File: src/rtl/iserdes_align_pkg.sv
// Shared definitions for the I_SERDES word aligner: FSM encoding, default
// training nibble and the counter-width helper.
package iserdes_align_pkg;

  typedef enum logic [2:0] {
    IDLE   = 3'd0,
    CHECK  = 3'd1,
    SLIP   = 3'd2,
    WAIT   = 3'd3,
    LOCKED = 3'd4,
    FAIL   = 3'd5
  } state_t;

  localparam logic [3:0] TRAIN_PATTERN_DEF = 4'h3;

  // Bits needed to hold values 0..max_val.
  function automatic int cnt_w(input int max_val);
    return (max_val < 1) ? 1 : $clog2(max_val + 1);
  endfunction

endpackage

File: src/rtl/iserdes_word_packer.sv
// Packs qualified SERDES nibbles into wide words (first nibble in the MSBs)
// and holds each word on a valid/ready output; a word that cannot be stored sets overflow.
module iserdes_word_packer import iserdes_align_pkg::*; #(
  parameter int DATA_WIDTH = 4,
  parameter int OUT_WORDS  = 4
) (
  input  logic                             clk,
  input  logic                             rst_n,
  input  logic                             en,
  input  logic                             smp_vld,
  input  logic [DATA_WIDTH-1:0]            data_in,
  input  logic                             word_ready,
  input  logic                             ovf_clr,
  output logic [DATA_WIDTH*OUT_WORDS-1:0]  word_out,
  output logic                             word_valid,
  output logic                             overflow
);

  localparam int NW = cnt_w(OUT_WORDS - 1);
  localparam int PW = DATA_WIDTH * (OUT_WORDS - 1);

  logic [NW-1:0] nib_cnt;
  logic [PW-1:0] part;
  logic          last;

  assign last = smp_vld && (nib_cnt == NW'(OUT_WORDS - 1));

  always_ff @(posedge clk or negedge rst_n) begin
    if (!rst_n) begin
      nib_cnt    <= '0;
      part       <= '0;
      word_out   <= '0;
      word_valid <= 1'b0;
      overflow   <= 1'b0;
    end else begin
      if (ovf_clr) overflow <= 1'b0;
      if (!en) begin
        nib_cnt    <= '0;
        part       <= '0;
        word_valid <= 1'b0;
      end else begin
        if (word_valid && word_ready) word_valid <= 1'b0;
        if (smp_vld) begin
          part <= PW'({part, data_in});
          if (last) begin
            nib_cnt <= '0;
            // a pending word that is not leaving this cycle wins over the new one
            if (!word_valid || word_ready) begin
              word_out   <= {part, data_in};
              word_valid <= 1'b1;
            end else begin
              overflow <= 1'b1;
            end
          end else begin
            nib_cnt <= nib_cnt + 1'b1;
          end
        end
      end
    end
  end

endmodule

File: src/rtl/iserdes_word_aligner.sv
// Bitslip training FSM for a 1:4 I_SERDES lane; once locked, hands the
// qualified nibble stream to the word packer.
module iserdes_word_aligner import iserdes_align_pkg::*; #(
  parameter int                    DATA_WIDTH    = 4,
  parameter logic [DATA_WIDTH-1:0] TRAIN_PATTERN = TRAIN_PATTERN_DEF,
  parameter int                    MATCH_COUNT   = 8,
  parameter int                    SLIP_WAIT     = 4,
  parameter int                    MAX_SLIPS     = 8,
  parameter int                    OUT_WORDS     = 4
) (
  input  logic                             clk,
  input  logic                             rst_n,
  input  logic                             pll_lock,
  input  logic                             train_en,
  input  logic [DATA_WIDTH-1:0]            data_in,
  input  logic                             data_valid,
  output logic                             bitslip_adj,
  output logic                             aligned,
  output logic                             align_err,
  output logic [3:0]                       slip_cnt,
  output logic [DATA_WIDTH*OUT_WORDS-1:0]  word_out,
  output logic                             word_valid,
  input  logic                             word_ready,
  output logic                             overflow
);

  localparam int MW = cnt_w(MATCH_COUNT);
  localparam int WW = cnt_w(SLIP_WAIT);

  state_t        state, state_n;
  logic [MW-1:0] match_cnt, match_n;
  logic [WW-1:0] wait_cnt, wait_n;
  logic [3:0]    slip_n;
  logic          smp_vld, ovf_clr;

  always_ff @(posedge clk or negedge rst_n) begin
    if (!rst_n) begin
      state     <= IDLE;
      match_cnt <= '0;
      wait_cnt  <= '0;
      slip_cnt  <= '0;
    end else begin
      state     <= state_n;
      match_cnt <= match_n;
      wait_cnt  <= wait_n;
      slip_cnt  <= slip_n;
    end
  end

  always_comb begin
    smp_vld = data_valid && pll_lock;
    state_n = state;
    match_n = match_cnt;
    wait_n  = wait_cnt;
    slip_n  = slip_cnt;
    ovf_clr = 1'b0;
    case (state)
      IDLE: if (train_en && pll_lock) begin
        state_n = CHECK;
        match_n = '0;
        slip_n  = '0;
        ovf_clr = 1'b1;
      end
      CHECK: if (smp_vld) begin
        if (data_in == TRAIN_PATTERN) begin
          match_n = match_cnt + 1'b1;
          if (match_cnt == MW'(MATCH_COUNT - 1)) state_n = LOCKED;
        end else if (slip_cnt == 4'(MAX_SLIPS)) begin
          state_n = FAIL;
        end else begin
          state_n = SLIP;
        end
      end
      SLIP: begin
        // counted even if training is aborted: the pulse is already on the wire
        if (slip_cnt != 4'hF) slip_n = slip_cnt + 4'd1;
        state_n = WAIT;
        wait_n  = WW'(SLIP_WAIT - 1);
      end
      WAIT: begin
        if (wait_cnt == '0) begin
          state_n = CHECK;
          match_n = '0;
        end else begin
          wait_n = wait_cnt - 1'b1;
        end
      end
      LOCKED: ;
      FAIL: if (!train_en) state_n = IDLE;
      default: state_n = IDLE;
    endcase
    if (!train_en && (state == CHECK || state == SLIP || state == WAIT)) state_n = IDLE;
    if (!pll_lock) state_n = IDLE;
  end

  assign bitslip_adj = (state == SLIP);
  assign aligned     = (state == LOCKED);
  assign align_err   = (state == FAIL);

  iserdes_word_packer #(
    .DATA_WIDTH (DATA_WIDTH),
    .OUT_WORDS  (OUT_WORDS)
  ) u_packer (
    .clk        (clk),
    .rst_n      (rst_n),
    .en         ((state == LOCKED) && pll_lock),
    .smp_vld    (smp_vld),
    .data_in    (data_in),
    .word_ready (word_ready),
    .ovf_clr    (ovf_clr),
    .word_out   (word_out),
    .word_valid (word_valid),
    .overflow   (overflow)
  );

endmodule
File: config.mk
export PLATFORM = sky130hd
export DESIGN_NAME = iserdes_word_aligner
export DESIGN_NICKNAME = d
export VERILOG_FILES = /design/src/rtl/iserdes_align_pkg.sv /design/src/rtl/iserdes_word_packer.sv /design/src/rtl/iserdes_word_aligner.sv
export SDC_FILE = /design/constraint.sdc
export NUM_CORES = 1
export LEC_CHECK = 0
export BUFFER_PORTS_ARGS = -buffer_cell sky130_fd_sc_hd__buf_2
export CORE_MARGIN = 10
export CORE_UTILIZATION = 63
export CTS_BUF_LIST = sky130_fd_sc_hd__clkbuf_4
export DETAILED_ROUTE_END_ITERATION = 12
export PLACE_DENSITY = 0.89
export SYNTH_ARGS = -nofsm -noshare
export SYNTH_HDL_FRONTEND = slang
export SYNTH_SLANG_ARGS = --single-unit
File: constraint.sdc
create_clock -name clk -period 3.3 [get_ports clk]
set_input_delay 0.33 -clock clk [delete_from_list [all_inputs] [get_ports clk]]
set_output_delay 0.33 -clock clk [all_outputs]
set_load 0.03 [all_outputs]
=== After elaboration in Yosys (flattened, before gate mapping) ===
Cells that the tools add are included.

* $add $sub $neg: 4
* Equality and inequality tests: 23
* Muxes and demuxes: 36
* Reductions and logical operators: 21

{| class="wikitable"
|+ Operator list
! kind !! number
|-
| 3-bit 2-to-1 mux || 10
|-
| 12-bit 2-to-1 mux || 2
|-
| 4-bit 2-to-1 mux || 5
|-
| 3-bit case mux with 6 select lines || 1
|-
| 1-bit 2-to-1 mux || 12
|-
| 4-bit case mux with 3 select lines || 1
|-
| 2-bit inequality test (second input constant) || 5
|-
| 4-bit by 1-bit adder with 4-bit output (second input constant) || 2
|-
| 4-bit by 3-bit inequality test with 1-bit output (second input constant) || 2
|-
| 4-bit inequality test (second input constant) || 2
|-
| 4-bit case mux with 2 select lines || 1
|-
| 3-bit by 2-bit == test with 1-bit output (second input constant) || 2
|-
| 3-bit == test (second input constant) || 2
|-
| 1-bit logical AND || 6
|-
| 3-bit zero test || 2
|-
| 2-bit 2-to-1 mux || 3
|-
| 3-bit case mux with 2 select lines || 1
|-
| 6-bit AND reduction || 1
|-
| 5-bit by 4-bit inequality test with 1-bit output (second input constant) || 1
|-
| 5-bit AND reduction || 1
|-
| 4-bit by 2-bit == test with 1-bit output (second input constant) || 1
|-
| 4-bit by 3-bit == test with 1-bit output (second input constant) || 1
|-
| 4-bit == test (second input constant) || 1
|-
| 2-bit by 1-bit inequality test with 1-bit output (second input constant) || 2
|-
| other kinds (13) || 17
|}

* Register bits: 46
* Output and inout bits: 25
* Word-level logic and storage cells: 93

=== Depth between registers and ports, before layout ===
* Depth in word-level cells: 8
* Mapped depth: 6
* Mapped depth without buffers: 6

=== Modules after synthesis ===
From an unflattened synthesis, not the netlist that was laid out.

* Cells, all modules: 202
* Area, all modules: 2388.5 µm²

{| class="wikitable"
|+ Modules (own cells, without submodules)
! module !! instances !! cells an instance !! area an instance (µm²) !! sequential area each (µm²)
|-
| iserdes_word_packer || 1 || 89 || 1367.6 || 800.8
|-
| iserdes_word_aligner || 1 || 113 || 1021.0 || 350.3
|}

=== Worst setup path after synthesis ===
Ideal clock, no wire load.

* Path type: flip-flop to flip-flop
* Start point: reg state[0]
* End point: reg slip_cnt[3]
* Data arrival time: 1504 ps
* Path slack: 1660 ps
* Stages on the path, launching flop included: 6
* Period minus slack after synthesis: 1640 ps
* Cells stage by stage: dfrtp_1 > buf_4 > nor3b_4 > nor3b_1 > xnor2_1 > nor2_1

* Longest elaborated chain between the ends: 3
* Elaborated cells on any way between the ends: 7
* Classes of those cells: eq/ne: 3; mux: 1; reduce/logical: 3

{| class="wikitable"
|+ Ends and longest elaborated chain
! what !! line !! source
|-
| from (decl) || iserdes_word_aligner.sv:30 || <nowiki>state_t state, state_n;</nowiki>
|-
| from (signal assigned) || iserdes_word_aligner.sv:43 || <nowiki>state <= state_n;</nowiki>
|-
| 3-bit by 2-bit == test with 1-bit output (*) || - ||
|-
| net bitslip_adj || iserdes_word_aligner.sv:17 || <nowiki>output logic bitslip_adj,</nowiki>
|-
| 2-bit by 1-bit inequality test with 1-bit output (no source line) / 2-bit nonzero test (equally long branches) || - ||
|-
| 3-bit AND reduction (no source line) || - ||
|-
| to (signal assigned) || iserdes_word_aligner.sv:46 || <nowiki>slip_cnt <= slip_n;</nowiki>
|-
| to (decl) || iserdes_word_aligner.sv:20 || <nowiki>output logic [3:0] slip_cnt,</nowiki>
|}

Mark *: on every way through the listed nets, which the timed path passes. The rest lies on a longest branch.
A chain may end at the register's enable or synchronous reset.

=== Worst setup path in the final report ===
* Start point: reg state[0]
* End point: reg u_packer.word_out[2]

* Longest elaborated chain between the ends: 3

{| class="wikitable"
|+ Ends and longest elaborated chain
! what !! line !! source
|-
| 3-bit == test || iserdes_word_aligner.sv:106 || <nowiki>.en ((state == LOCKED) && pll_lock),</nowiki>
|-
| 1-bit logical AND || iserdes_word_aligner.sv:106 ||
|-
| 4-bit AND reduction (no source line) || - ||
|-
| to (signal assigned) || iserdes_word_packer.sv:49 || <nowiki>word_out <= {part, data_in};</nowiki>
|-
| to (decl) || iserdes_word_packer.sv:14 || <nowiki>output logic [DATA_WIDTH*OUT_WORDS-1:0] word_out,</nowiki>
|}

No other way between the ends.

==> flow_summary_export.csv <==
group,metric,value,unit
synth,synth-seq-area-share,50.4,%
clocking,cts_tree,"done",
layout,mostFrequentLayoutCell,"dfrtp_1",
placement,io_buffers,34,
setup_path,cp_slowest_stage_delay,0.76,ns
drt,via_per_inst,5.85,
setup_path,worstPathCellList,"nor2_4 -> nand3_4 -> nor3b_4 -> mux2_2",
synth,synth_ff_type,"dfrtp_1",
drt,dr_total_vias,1585,
power,p_switching,428,uW
sta,slew-limit-headroom,34.8,%
sta,worst_pin_slew,0.978,ns
floorplanning,die_w,80.2,um
grt,antenna_found_initial,0,
grt,track_usage,14.7,%
layout,final_nets,240,
layout,diodes,0,
setup_path,path_max_fanout,18,
drt,routed_wl,4560,um
power,p_sw_share,34.4,%
clocking,post_cts_buffers,0,
synth,yosysWarnings,0,
placement,gp_congestion,0.809,
sta,setup_viol,0,
clocking,holdBufCountCts,0,
floorplanning,coreArea,3420,um^2
power,power_frac_comb,25.1,%
clocking,cts_root_buf,"clkbuf_4",
power,sequentialPowerShare,53.1,%
floorplanning,design.die.area,6440,um^2
placement,dpl.hpwl,3360,um
grt,grtUsageMet3,4.34,%
layout,fillers,255,
sta,finalSetupTns,0,ns
layout,seq_area,1150,um^2
power,total_power,1240,uW
power,ir_worst_vdd,0.281,mV
drt,drt_pass1_iterations,4,
clocking,cts_buffers,5,
power,p_per_area,499,nW/um^2
synth,ys_ff_latch,46,
setup_path,reg2reg_to,"u_packer.word_out[2]",
clocking,clk_latency,0.37,ns
setup_path,reg2reg_from,"state[0]",
clocking,cts.clk_slew.worst_paths,0.14,ns
hold_path,min-delay-path-class,"in2async",
grt,use_met1,16.9,%
layout,final_cell_mix,"dfrtp_1 (46), buf_2 (34), nor2_1 (19)",
grt,overflow,0,
setup_path,cpMaxStageDelayCell,"nor3b_4",
floorplanning,rows,21,
synth,avgSynthCellArea,12.0,um^2
sta,min_period_over_period,67.8,%
grt,gr-usage-met2,25.2,%
grt,grt_pass1_wl,7510,um
drt,dr.first_iter.drc_count,123,
sta,period_needed,2.24,ns
clocking,cts_resized,0,
floorplanning,initial_core_util,66.9,%
layout,area_growth,9.20,%
drt,wire_per_inst,16.8,um
clocking,clk_path_buf_depth,2,
setup_path,critPathKind,"reg2reg",
sta,fmax,0.447,GHz
floorplanning,io_pins,35,
power,p_clk_share,21.8,%
grt,first_global_vias,1592,
grt,grt-busiest-layer,"met2",
synth,netlist_instances,191,
sta,hold_viol,0,
synth,ys_async_sr_fraction,100,%
power,internal_power,816,uW
drt,drc_errors,0,
synth,syn_nets,207,
setup_path,arrival,2.52,ns
layout,drive_gt1_share,27.1,%
power,leakage,0.00129,uW
drt,drt.antenna.violating_nets,0,
clocking,clock_sinks,46,
synth,synth_area,2280,um^2
setup_path,regToRegSetupSlack,1.06,ns
clocking,h-tree-depth,2,
layout,multi_input_area,1030,um^2
sta,hold_slack,0.100,ns
sta,rsz0062_at_grt,"no",
setup_path,crit_path_start_kind,"flop",
sta,fin_skew,0.0167,ns
sta,slew_violations,0,
floorplanning,chipHeight,80.2,um
synth,synth_edf_count,0,
grt,grt_start_max_net_pins,47,
setup_path,end_kind,"flop",
setup_path,required,3.58,ns
setup_path,reg2regPathDepth,4,
job,maxCapViolCount,0,
status,outcome,"complete, no violations",
synth,yosys.cell_types.count,52,
-- metal layers --
| layer | wire length [um] | vias up |
|---|---|---|
| li1 | - | 756 |
| met1 | 1960 | 791 |
| met2 | 2340 | 30 |
| met3 | 187 | 8 |
| met4 | 74 | 0 |
| met5 | 0 | - |
-- Yosys cell counts, types with 2 or more instances --
cell type / n / area, um^2
a41oi_1: 2 / 17.5
mux2i_1: 14 / 140
or4bb_1: 2 / 22.5
nor3b_4: 2 / 37.5
buf_6: 2 / 22.5
nand3_1: 2 / 10.0
inv_1: 7 / 26.3
ha_1: 6 / 75.1
a21oi_1: 5 / 25.0
dfrtp_1: 46 / 1150
and3_1: 2 / 12.5
buf_4: 2 / 15.0
nand2_1: 8 / 30.0
clkbuf_8: 2 / 27.5
nor3b_1: 2 / 15.0
xnor2_1: 2 / 17.5
mux2_1: 10 / 113
o21ai_1: 2 / 10.0
o21ai_0: 4 / 20.0
nor3_1: 7 / 35.0
a22o_1: 4 / 35.0
mux2_2: 8 / 90.1
nor2_1: 19 / 71.3
o211ai_1: 3 / 22.5
-- power by group through the flow --
stage / registers (uW) / logic, uW / clock network, uW
CTS: 661 / 311 / 274
global placement: 665 / 300 / 0
global route: 671 / 344 / 298
floorplan: 651 / 268 / 0
finish: 661 / 312 / 271
detailed placement: 671 / 310 / 0
-- area by class of cell --
class / count / area share, %
inverter: 7 / 1.05
clock buffer: 5 / 1.50
sequential: 46 / 46.1
timing repair buffer: 35 / 7.12
multi-input combinational: 129 / 41.1
clock inverter: 3 / 0.752
tap: 46 / 2.31
-- logic make-up after synthesis --
logic type	share of synthesized area [%]
fa+ha+maj	3.29
flops	50.4
compound gates	9.26
mux	15.0
simple gates	16.6
buf+inv	4.71
xor+xnor	0.767
-- per-stage QoR --
step	utilization, %	setup slack (ns)	cells	cell area [um^2]
finish	73.0	1.06	271	2490
global route	73.0	0.954	271	2490
CTS	73.0	1.06	271	2490
detailed placement	71.4	1.06	263	2440
global placement	71.4	1.12	263	2440
floorplan	-	1.66	191	2280
-- sequential cells by signal, summed over array words and instances, names as in the netlist --
| name | flops |
|---|---|
| u_packer.word_out | 16 |
| u_packer.part | 12 |
| match_cnt | 4 |
| slip_cnt | 4 |
| state | 3 |
| wait_cnt | 3 |
| u_packer.nib_cnt | 2 |
| u_packer.overflow | 1 |
| u_packer.word_valid | 1 |
-- worst max path at each step --
stage	endpoint	startpoint	slack, ns
5_1_grt	u_packer.word_out[11]	state[0]	0.95
3_3_place_gp	u_packer.word_out[3]	state[0]	1.12
6_report	u_packer.word_out[2]	state[0]	1.06
3_5_place_dp	u_packer.word_out[2]	state[0]	1.06
4_1_cts	u_packer.word_out[2]	state[0]	1.06
2_1_floorplan	slip_cnt[3]	state[0]	1.66
-- worst max-delay path, delay by kind of cell, from the launching register on --
family           cells  cell delay [ns]
multiplexers         1             0.42
AND/OR/NAND/NOR      3             1.17
flip-flops           1             0.56
Note: power is estimated with default switching activity, not from simulation.
